===== src/rtl/i2c_touch_target.sv =====
// ---------------------------------------------------------------------------
// i2c_touch_target
// I2C target that emulates the register bank of a capacitive touch controller.
// It lets the touch-panel I2C initiator be exercised without a physical panel.
// The fabric preloads registers through a local port and is told about every
// byte the initiator writes. SDA is open-drain: 0 pulls low, 1 releases.
// There is no clock stretching.
//
// Ports
//   clk        system clock
//   resetb     synchronous active-low reset
//   scl_in     raw SCL pin level
//   sda_in     raw SDA pin level
//   sda_out    0 = pull SDA low, 1 = release
//   loc_we     local register write strobe
//   loc_addr   local register index
//   loc_din    local write data
//   loc_dout   reg[loc_addr], one cycle after loc_addr
//   wr_strobe  one-cycle pulse per data byte written over I2C
//   wr_addr    register index of that write
//   wr_data    byte written
//   busy       high from an addressed START until STOP
// ---------------------------------------------------------------------------
module i2c_touch_target #(
    parameter logic [6:0] DEV_ADDR = 7'h38,
    parameter int         NREG     = 16,
    parameter int         FILT     = 3
) (
    input  logic                    clk,
    input  logic                    resetb,
    input  logic                    scl_in,
    input  logic                    sda_in,
    output logic                    sda_out,
    input  logic                    loc_we,
    input  logic [$clog2(NREG)-1:0] loc_addr,
    input  logic [7:0]              loc_din,
    output logic [7:0]              loc_dout,
    output logic                    wr_strobe,
    output logic [$clog2(NREG)-1:0] wr_addr,
    output logic [7:0]              wr_data,
    output logic                    busy
);

    localparam int              PW      = $clog2(NREG);
    localparam logic [2:0]      FILT_M1 = 3'(FILT - 1);
    localparam logic [PW-1:0]   PTR_ONE = PW'(1);

    typedef enum logic [2:0] {
        ST_IDLE, ST_ADDR, ST_ACK_A, ST_PTR, ST_WDATA, ST_ACK_W, ST_RDATA, ST_IGNORE
    } state_t;

    // Index 1 carries SCL, index 0 carries SDA.
    logic [1:0]    r_sync1, r_sync2, r_filt, r_filt_d;
    logic [2:0]    r_cnt [2];

    state_t        r_state, w_state_nxt;
    logic [3:0]    r_bit, w_bit_nxt;
    logic [7:0]    r_shift, w_shift_nxt;
    logic [7:0]    r_tx, w_tx_nxt;
    logic [PW-1:0] r_ptr, w_ptr_nxt;
    logic          r_sda_out, w_sda_nxt;
    logic          r_busy, w_busy_nxt;
    logic          r_wr_strobe, w_wr_nxt;
    logic [PW-1:0] r_wr_addr, w_wr_addr_nxt;
    logic [7:0]    r_wr_data, w_wr_data_nxt;
    logic [7:0]    r_regs [NREG];
    logic [7:0]    r_loc_dout;

    logic          w_start, w_stop, w_rise, w_fall;
    logic [7:0]    w_byte;

    // Synchronize both pins, then accept a new level only once it has held for FILT clocks.
    always_ff @(posedge clk) begin
        if (!resetb) begin
            r_sync1  <= 2'b11;
            r_sync2  <= 2'b11;
            r_filt   <= 2'b11;
            r_filt_d <= 2'b11;
            r_cnt[0] <= 3'd0;
            r_cnt[1] <= 3'd0;
        end else begin
            r_sync1  <= {scl_in, sda_in};
            r_sync2  <= r_sync1;
            r_filt_d <= r_filt;
            for (int i = 0; i < 2; i++) begin
                if (r_sync2[i] == r_filt[i]) begin
                    r_cnt[i] <= 3'd0;
                end else if (r_cnt[i] == FILT_M1) begin
                    r_filt[i] <= r_sync2[i];
                    r_cnt[i]  <= 3'd0;
                end else begin
                    r_cnt[i] <= r_cnt[i] + 3'd1;
                end
            end
        end
    end

    assign w_start = r_filt_d[0] & ~r_filt[0] & r_filt[1];
    assign w_stop  = ~r_filt_d[0] & r_filt[0] & r_filt[1];
    assign w_rise  = ~r_filt_d[1] & r_filt[1];
    assign w_fall  = r_filt_d[1] & ~r_filt[1];
    assign w_byte  = {r_shift[6:0], r_filt[0]};

    // Protocol state register and its datapath.
    always_ff @(posedge clk) begin
        if (!resetb) begin
            r_state     <= ST_IDLE;
            r_bit       <= 4'd0;
            r_shift     <= 8'h00;
            r_tx        <= 8'h00;
            r_ptr       <= '0;
            r_sda_out   <= 1'b1;
            r_busy      <= 1'b0;
            r_wr_strobe <= 1'b0;
            r_wr_addr   <= '0;
            r_wr_data   <= 8'h00;
        end else begin
            r_state     <= w_state_nxt;
            r_bit       <= w_bit_nxt;
            r_shift     <= w_shift_nxt;
            r_tx        <= w_tx_nxt;
            r_ptr       <= w_ptr_nxt;
            r_sda_out   <= w_sda_nxt;
            r_busy      <= w_busy_nxt;
            r_wr_strobe <= w_wr_nxt;
            r_wr_addr   <= w_wr_addr_nxt;
            r_wr_data   <= w_wr_data_nxt;
        end
    end

    // Next-state logic; bus conditions override any SCL edge seen in the same clock.
    always_comb begin
        w_state_nxt   = r_state;
        w_bit_nxt     = r_bit;
        w_shift_nxt   = r_shift;
        w_tx_nxt      = r_tx;
        w_ptr_nxt     = r_ptr;
        w_sda_nxt     = r_sda_out;
        w_busy_nxt    = r_busy;
        w_wr_nxt      = 1'b0;
        w_wr_addr_nxt = r_wr_addr;
        w_wr_data_nxt = r_wr_data;
        if (w_stop) begin
            w_state_nxt = ST_IDLE;
            w_bit_nxt   = 4'd0;
            w_sda_nxt   = 1'b1;
            w_busy_nxt  = 1'b0;
        end else if (w_start) begin
            w_state_nxt = ST_ADDR;
            w_bit_nxt   = 4'd0;
            w_sda_nxt   = 1'b1;
        end else begin
            case (r_state)
                ST_ADDR, ST_PTR, ST_WDATA: begin
                    if (w_rise && (r_bit < 4'd8)) begin
                        w_shift_nxt = w_byte;
                        w_bit_nxt   = r_bit + 4'd1;
                        if ((r_bit == 4'd7) && (r_state == ST_PTR)) begin
                            w_ptr_nxt = w_byte[PW-1:0];
                        end else if ((r_bit == 4'd7) && (r_state == ST_WDATA)) begin
                            w_wr_nxt      = 1'b1;
                            w_wr_addr_nxt = r_ptr;
                            w_wr_data_nxt = w_byte;
                            w_ptr_nxt     = r_ptr + PTR_ONE;
                        end else begin
                            w_ptr_nxt = r_ptr;
                        end
                    end else if (w_fall && (r_bit == 4'd8)) begin
                        if ((r_state != ST_ADDR) || (r_shift[7:1] == DEV_ADDR)) begin
                            w_sda_nxt   = 1'b0;
                            w_busy_nxt  = 1'b1;
                            w_state_nxt = (r_state == ST_ADDR) ? ST_ACK_A : ST_ACK_W;
                        end else begin
                            w_state_nxt = ST_IGNORE;
                        end
                    end else begin
                        w_bit_nxt = r_bit;
                    end
                end
                ST_ACK_A: begin
                    if (w_fall) begin
                        w_bit_nxt = 4'd0;
                        // R/W bit is still in the shift register from the address byte.
                        if (r_shift[0]) begin
                            w_tx_nxt    = r_regs[r_ptr];
                            w_sda_nxt   = r_regs[r_ptr][7];
                            w_state_nxt = ST_RDATA;
                        end else begin
                            w_sda_nxt   = 1'b1;
                            w_state_nxt = ST_PTR;
                        end
                    end else begin
                        w_bit_nxt = r_bit;
                    end
                end
                ST_ACK_W: begin
                    if (w_fall) begin
                        w_sda_nxt   = 1'b1;
                        w_bit_nxt   = 4'd0;
                        w_state_nxt = ST_WDATA;
                    end else begin
                        w_bit_nxt = r_bit;
                    end
                end
                ST_RDATA: begin
                    // r_bit: 0..6 bits still to shift out, 7 = release for master ACK,
                    // 8 = waiting for master ACK rise, 9 = reload on next fall.
                    if (w_fall) begin
                        if (r_bit < 4'd7) begin
                            w_tx_nxt  = {r_tx[6:0], 1'b0};
                            w_sda_nxt = r_tx[6];
                            w_bit_nxt = r_bit + 4'd1;
                        end else if (r_bit == 4'd7) begin
                            w_sda_nxt = 1'b1;
                            w_bit_nxt = 4'd8;
                        end else if (r_bit == 4'd9) begin
                            w_tx_nxt  = r_regs[r_ptr];
                            w_sda_nxt = r_regs[r_ptr][7];
                            w_bit_nxt = 4'd0;
                        end else begin
                            w_bit_nxt = r_bit;
                        end
                    end else if (w_rise && (r_bit == 4'd8)) begin
                        // Pointer advances past every byte sent, acknowledged or not.
                        w_ptr_nxt = r_ptr + PTR_ONE;
                        if (r_filt[0]) begin
                            w_state_nxt = ST_IGNORE;
                        end else begin
                            w_bit_nxt = 4'd9;
                        end
                    end else begin
                        w_bit_nxt = r_bit;
                    end
                end
                ST_IGNORE: begin
                    w_sda_nxt = 1'b1;
                end
                ST_IDLE: begin
                    w_sda_nxt = 1'b1;
                end
                default: begin
                    w_state_nxt = ST_IDLE;
                    w_sda_nxt   = 1'b1;
                end
            endcase
        end
    end

    // Register bank: the I2C write is placed last so it wins a same-clock collision.
    always_ff @(posedge clk) begin
        if (!resetb) begin
            for (int i = 0; i < NREG; i++) begin
                r_regs[i] <= 8'h00;
            end
            r_loc_dout <= 8'h00;
        end else begin
            if (loc_we) begin
                r_regs[loc_addr] <= loc_din;
            end
            if (r_wr_strobe) begin
                r_regs[r_wr_addr] <= r_wr_data;
            end
            r_loc_dout <= r_regs[loc_addr];
        end
    end

    assign sda_out   = r_sda_out;
    assign busy      = r_busy;
    assign wr_strobe = r_wr_strobe;
    assign wr_addr   = r_wr_addr;
    assign wr_data   = r_wr_data;
    assign loc_dout  = r_loc_dout;

endmodule


===== config.mk =====
export PLATFORM = sky130hd
export DESIGN_NAME = i2c_touch_target
export DESIGN_NICKNAME = d
export VERILOG_FILES = /design/src/rtl/i2c_touch_target.sv
export SDC_FILE = /design/constraint.sdc
export NUM_CORES = 1
export LEC_CHECK = 0
export ABC_AREA = 1
export ABC_CLOCK_PERIOD_IN_PS = 1660
export CORE_ASPECT_RATIO = 1.2
export CORE_MARGIN = 3
export CORE_UTILIZATION = 46
export CTS_CLUSTER_SIZE = 12
export DETAILED_ROUTE_END_ITERATION = 16
export HOLD_SLACK_MARGIN = 0.05
export PLACE_DENSITY = 0.65
export SYNTH_ARGS = -nofsm -noshare
export SYNTH_HDL_FRONTEND = slang
export SYNTH_SLANG_ARGS = --single-unit

===== constraint.sdc =====
create_clock -name clk -period 1.66 [get_ports clk]
set_input_delay 0.332 -clock clk [delete_from_list [all_inputs] [get_ports clk]]
set_output_delay 0.332 -clock clk [all_outputs]
set_load 0.01 [all_outputs]

==> results of run 1 <==
[flip-flops by register name, summed over array words and instances, names as in the netlist, named ones only]
register,cells
r_sync1,2
r_regs,128
r_filt_d,2
r_shift,8
r_filt,2
r_tx,7
wr_strobe,1
busy,1
r_sync2,2
r_cnt,6
wr_data,8
wr_addr,4
r_bit,4
r_state,3
loc_dout,8
sda_out,1
r_ptr,4
[cells by family after synthesis]
| family | share of synthesized area [%] |
|---|---|
| AND/OR/NAND/NOR | 22.3 |
| other | 0.0347 |
| flip-flops | 48.5 |
| AO/OA/AOI/OAI | 19.8 |
| buffers and inverters | 7.90 |
| XOR/XNOR | 0.486 |
| adder cells (fa/ha/maj) | 0.926 |
[worst paths after layout]
kind	startpoint	endpoint	slack, ps
worst min register to register	r_sync1[0]$_SDFF_PN1_	r_sync2[0]$_SDFF_PN1_	430
worst max register to register	wr_addr[1]$_SDFFE_PN0P_	r_regs[12][2]$_DFFE_PP_	-70
worst max-delay path	wr_addr[1]$_SDFFE_PN0P_	r_regs[12][2]$_DFFE_PP_	-70
worst min-delay path	r_sync1[0]$_SDFF_PN1_	r_sync2[0]$_SDFF_PN1_	430
[cells in the mapped netlist (2+ instances only)]
cell	count
o21ai_0	122
xor2_1	3
a31oi_1	2
o22ai_1	48
a21oi_1	44
buf_4	5
dfxtp_1	61
o211ai_1	70
nand3_1	171
or2_2	5
o21ai_1	33
a21oi_2	2
inv_1	110
nand3_2	7
o221ai_1	5
and2_1	7
nand3b_1	4
nand2_2	4
nor2_4	7
xnor2_1	3
nor2_1	107
clkbuf_1	44
nand2_1	170
buf_1	3
ha_1	8
inv_2	15
edfxtp_1	134
nand4_1	19
buf_2	31
a22oi_1	32
nor2_2	10
[layout make-up]
type	count	area, sq um
Clock inverter	14	161
Fill cell	1920	8460
Inverter	126	483
Tap cell	310	388
Multi-Input combinational cell	895	5210
Timing Repair Buffer	229	2330
Clock buffer	18	429
Sequential cell	195	5280
[cell usage in the layout, fill, tap and decap left out, drive strengths merged, types with 2 or more instances in the layout]
cell / count
clkdlybuf4s50: 20
xnor2: 3
a22oi: 32
ha: 8
dfxtp: 61
dlymetal6s2s: 3
o21ai: 155
nand2: 174
conb: 6
nor3: 2
buf: 186
a31oi: 2
clkinv: 7
o221ai: 5
dlygate4sd2: 16
nand3: 178
xor2: 3
nand4: 20
a21oi: 46
and2: 7
nor2: 124
o22ai: 48
o211ai: 70
clkbuf: 22
or2: 5
edfxtp: 134
inv: 131
nand3b: 4
[worst register-to-register path: stages (launching register included)]
cell and delay (ps):
dfxtp_4 380, buf_6 130, nor2_4 150, nand4_1 330, nand3b_1 300, buf_12 150
[per-layer routing]
metal / wire length (um) / track usage (%) / vias up
met5: 0 / 0 / -
met4: 2240 / 16.1 / 0
met3: 3040 / 4.51 / 132
met2: 19300 / 50.2 / 583
met1: 15000 / 37.2 / 5166
li1: - / - / 4957
[timing repair]
item,4_1_cts,5_1_grt
resized for setup,52,155
setup endpoints to repair,223,251
setup buffers,3,14
cloned,0,7
pin swaps,5,46
[power by group]
| part | internal, mW | total [mW] | switching [mW] |
|---|---|---|---|
| combinational | 1.91 | 4.94 | 3.02 |
| sequential | 5.60 | 5.94 | 0.342 |
| clock | 2.15 | 4.21 | 2.06 |
| total | 9.66 | 15.1 | 5.42 |
==> impl_metrics.csv, run 1 <==
group,metric,value,unit
route,initialDrtViolationCount,1163,
worst_setup_path,worstSetupEndpointType,"flip-flop",
synth,synth_top_area_share,37.2,%
worst_setup_path,worstPathArrival,1890,ps
grt,grt_pass1_wl,58.5,mm
synth,ys_seq_elements,195,
power,power.leakage,5.38,nW
layout,nets,1489,
grt,antenna_found_initial,0,
sta,drv_slew,0,
worst_setup_path,max_stage_delay,380,ps
sta,grt_setup_unrepaired,"yes",
cts,clk_latency,450,ps
run_status,status,"finished with violations",
worst_setup_path,cp.required,1820,ps
synth,yosys_warnings,0,
cts,htreeDepth,4,
route,drtPass1Iterations,8,
route,dr_total_vias,10800,
worst_setup_path,slowest_stage,"dfxtp_4",
synth,ys.flop_type,"edfxtp_1",
floorplan,pin_count,40,
floorplan,row_count,60,
worst_setup_path,crit_buf_inv,2,
route,drc,0,
synth,synthTopCellsByArea,"edfxtp_1, dfxtp_1, nand3_1, nand2_1, o21ai_0",
layout,antenna_cells,0,
run_status,violations,"negative setup slack",
cts,cts_tree,"built",
sta,hold_viol,0,
power,cellPowerDensity,1060,nW/um^2
worst_setup_path,worstRegToRegCells,5,
placement,preCtsSetupSlack,-763,ps
route,post_drt_wl_per_cell,22.1,um
layout,fin_util,62.8,%
cts,clkTransAtPathRegs,80,ps
sta,setup_viol,17,
worst_setup_path,path_delay_family,"simple AND/OR/NAND/NOR gates",
cts,cts-root-buf,"clkbuf_16",
sta,setup_ws,-68.0,ps
power,power.total,15.1,mW
worst_hold_path,hold_class,"flip-flop to flip-flop",
grt,grt_pass1_vias,10200,
floorplan,die_w,146,um
grt,grt_max_degree,47,
route,via_per_inst,6.06,
synth,ys_types,40,
floorplan,die_h,174,um
synth,yosysTopAreaCell,"edfxtp_1",
layout,fin_area,14300,sq um
floorplan,dieArea,25400,sq um
worst_setup_path,crit_type,"flip-flop to flip-flop",
layout,syn2layout_area_growth,32.2,%
synth,synth-edff-count,134,
route,ant_nets,0,
power,irDropWorstVdd,0.000737,V
worst_setup_path,cp.depth,5,
placement,io_buffers,39,
synth,avgSynthCellArea,8.34,sq um
synth,synth_seq_area_share,48.5,%
synth,syn_inst,1295,
job,maxCapViolations,0,
cts,numCtsBuffers,17,
grt,globalRoute.totalOverflow,0,
worst_setup_path,worst-path-max-fanout,8,
route,totalWireLength,39.6,mm
floorplan,start_util,47.5,%
worst_setup_path,crit_chain,"buf_6 -> nor2_4 -> nand4_1 -> nand3b_1 -> buf_12",
grt,grt_usage,29.9,%
layout,final-instance-count-excl-fill,1787,
floorplan,core,22700,sq um
synth,postSynth.asyncResetShare,0,%
placement,gp_congestion,0.980,
sta,timing.final.crit_share,104,%
cts,hold_buffers,0,
synth,synth.cell_area,10800,sq um
sta,whs,431,ps
cts,clock_sinks,195,
placement,dp_hpwl,27.8,mm
placement,placed_cell_area,12900,sq um
worst_hold_path,hold_path_depth,1,
sta,timing.fmax,579,MHz
sta,clock_skew,10.0,ps
layout,drive_gt1_share,26.4,%
cts,cts_buffer_depth,2,
placement,placedCellCount,1731,
sta,fin_crit,1730,ps
sta,setup_tns,-657,ps
worst_setup_path,critPathLaunchType,"flip-flop",
(Power assumes the default switching activity.)
==> run 2: changes to the inputs <==
--- a/config.mk
+++ b/config.mk
@@ -12,7 +12,7 @@
 export CORE_UTILIZATION = 46
 export CTS_CLUSTER_SIZE = 12
 export DETAILED_ROUTE_END_ITERATION = 16
-export HOLD_SLACK_MARGIN = 0.05
+export HOLD_SLACK_MARGIN = 0.06
 export PLACE_DENSITY = 0.65
 export SYNTH_ARGS = -nofsm -noshare
 export SYNTH_HDL_FRONTEND = slang
==> results of run 2 <==
Same layout as run 1: the final DEF is identical, and so are final timing and power.
==> run 3: changes to the inputs <==
--- a/config.mk
+++ b/config.mk
@@ -7,13 +7,14 @@
 export LEC_CHECK = 0
 export ABC_AREA = 1
 export ABC_CLOCK_PERIOD_IN_PS = 1660
-export CORE_ASPECT_RATIO = 1.2
+export CORE_ASPECT_RATIO = 1.4
 export CORE_MARGIN = 3
 export CORE_UTILIZATION = 46
 export CTS_CLUSTER_SIZE = 12
 export DETAILED_ROUTE_END_ITERATION = 16
 export HOLD_SLACK_MARGIN = 0.06
 export PLACE_DENSITY = 0.65
+export REMOVE_ABC_BUFFERS = 1
 export SYNTH_ARGS = -nofsm -noshare
 export SYNTH_HDL_FRONTEND = slang
 export SYNTH_SLANG_ARGS = --single-unit
==> run 3 against run 2 <==
Effect of this change:
- the run now ends clean
- global-route usage rose by 1.1 points
- first-iteration DRC count fell by 10%
- die area barely moved
- final cell count fell by 1.2%
- maximum frequency rose by 6.8%
- utilization fell by 2.8 points
- count of clock-buffer cells in the layout did not move
- setup slack improved by 110 ps
- design area fell by 4.0%
- register-to-register slack improved by 110 ps
- sequential cell count did not move
- clock power fell by 2%
- critical endpoint is now loc_dout[5]
- largest power group unchanged
- highest routed layer unchanged
==> impl_metrics.csv, run 3 (synthesis results as in run 1) <==
group,metric,value,unit
worst_setup_path,critPathLaunchType,"flip-flop",
route,drtPass1Iterations,6,
worst_setup_path,worst-path-max-fanout,1,
power,cellPowerDensity,1110,nW/um^2
route,m1WireLength,14.9,mm
worst_setup_path,crit_type,"flip-flop to output pin",
sta,timing.final.crit_share,97.5,%
cts,clk_latency,440,ps
grt,grt_usage,31.0,%
sta,drv_slew,0,
worst_setup_path,cp.depth,1,
sta,setup_viol,0,
worst_setup_path,cp.required,1330,ps
cts,numCtsBuffers,17,
route,drc,0,
sta,setup_ws,41.8,ps
layout,antenna_cells,0,
grt,grt_pass1_wl,58.8,mm
route,initialDrtViolationCount,1045,
grt,grt_pass1_vias,10100,
sta,fin_crit,1620,ps
cts,hold_buffers,0,
worst_setup_path,max_stage_delay,530,ps
route,wl_met2,19.4,mm
floorplan,row_count,65,
job,maxCapViolations,0,
floorplan,die_w,136,um
worst_hold_path,hold_path_depth,1,
sta,timing.fmax,618,MHz
cts,cts-root-buf,"clkbuf_16",
power,power.leakage,5.25,nW
route,ant_nets,0,
placement,preCtsSetupSlack,-627,ps
placement,io_buffers,39,
cts,cts_tree,"built",
layout,drive_gt1_share,21.3,%
worst_setup_path,crit_buf_inv,1,
layout,fillCellCount,2027,
route,totalWireLength,39.9,mm
grt,grt_max_degree,35,
worst_setup_path,slowest_stage,"clkdlybuf4s50_1",
grt,antenna_found_initial,0,
placement,gp_congestion,1.03,
layout,final_cell_mix,"nand2_1, nand3_1, buf_4, edfxtp_1, o21ai_0",
sta,hold_viol,0,
cts,htreeDepth,4,
layout,syn2layout_area_growth,26.9,%
sta,clock_skew,11.3,ps
floorplan,die_h,187,um
floorplan,start_util,47.3,%
worst_setup_path,worstSetupEndpointType,"output pin",
layout,fin_util,60.0,%
placement,dp_hpwl,29.1,mm
route,wl_met3,2.96,mm
layout,nets,1476,
floorplan,dieArea,25400,sq um
route,via_per_inst,5.96,
floorplan,pin_count,40,
cts,clkTransAtPathRegs,80,ps
cts,clock_sinks,195,
cts,cts_buffer_depth,2,
worst_setup_path,worstPathArrival,1290,ps
floorplan,core,22900,sq um
worst_setup_path,crit_chain,"clkdlybuf4s50_1",
worst_setup_path,worstRegToRegCells,8,
sta,whs,412,ps
grt,globalRoute.totalOverflow,0,
layout,largest_register_ff_count,128,
sta,grt_setup_unrepaired,"yes",
worst_hold_path,hold_class,"flip-flop to flip-flop",
run_status,status,"finished, final reports clean",
route,highest_layer,"met4",
power,irDropWorstVdd,0.000897,V
layout,mostFrequentLayoutCell,"nand2_1",
sta,setup_tns,0,ps
worst_setup_path,path_delay_family,"buffers and inverters",
route,dr_total_vias,10500,
route,post_drt_wl_per_cell,22.6,um
layout,top_register,"r_regs",
-- run 3: cell count changes in the layout (fill, tap and decap cells not counted), moves of 6 or more --
cell / change
a22oi_1: +14
nand2_2: -13
a21oi_1: +12
buf_12: -6
nand2_1: +16
nor2_1: +9
buf_4: +6
nor2_4: -6
a21oi_2: -11
buf_6: -11
o21ai_1: -11
o21ai_0: +20
a22oi_2: -14
o21ai_2: -9
-- run 3: through the flow --
step | cell area, sq um | power (mW) | std cells
global placement | 12800 | 10.5 | 1727
detailed placement | 12800 | 10.5 | 1727
global route | 13700 | 15.8 | 1765
finish | 13700 | 15.2 | 1765
floorplan | 10400 | 8.30 | 1216
CTS | 13400 | 14.7 | 1759
-- run 3: path summary, 6_finish.rpt --
kind / start / end / slack (ps)
min reg2reg: r_sync1[0]$_SDFF_PN1_ / r_sync2[0]$_SDFF_PN1_ / 410
min: r_sync1[0]$_SDFF_PN1_ / r_sync2[0]$_SDFF_PN1_ / 410
max: loc_dout[5]$_SDFF_PN0_ / loc_dout[5] / 40
max reg2reg: flip-flop / r_tx[6]$_SDFFE_PN0P_ / 40
-- run 3: layout make-up --
type | count | area (sq um) | share of cell area (%)
multi-input combinational | 895 | 4900 | 35.8
clock buffer | 18 | 450 | 3.28
clock inverter | 14 | 135 | 0.985
inverter | 126 | 480 | 3.50
sequential | 195 | 5270 | 38.5
tap | 301 | 377 | 2.75
timing repair buffer | 216 | 2090 | 15.3
-- run 3: repair_timing --
action                     CTS  global route
gates cloned                 0             4
setup buffers                0             2
resized for setup           42            59
setup endpoints to repair  212            67
pin swaps                    0            19
-- run 3: metal layers --
layer / up-vias / global-route usage (%)
met3: 138 / 4.55
met4: 0 / 18.2
met1: 4911 / 37.5
met5: - / 0
li1: 4928 / -
met2: 535 / 52.0
-- run 3: report_power, final --
| part | internal, mW | leakage, nW | switching (mW) |
|---|---|---|---|
| combinational | 2.06 | 3.17 | 3.02 |
| sequential | 5.59 | 1.79 | 0.342 |
| clock | 2.09 | 0.294 | 2.04 |
| total | 9.74 | 5.25 | 5.41 |
-- run 3: worst reg2reg max path, delay by kind of cell, from the launching register on --
| family | cells | cell delay (ps) |
|---|---|---|
| AOI/OAI and AO/OA | 2 | 230 |
| buffers and inverters | 2 | 350 |
| DFF | 1 | 390 |
| and+or+nand+nor | 4 | 550 |
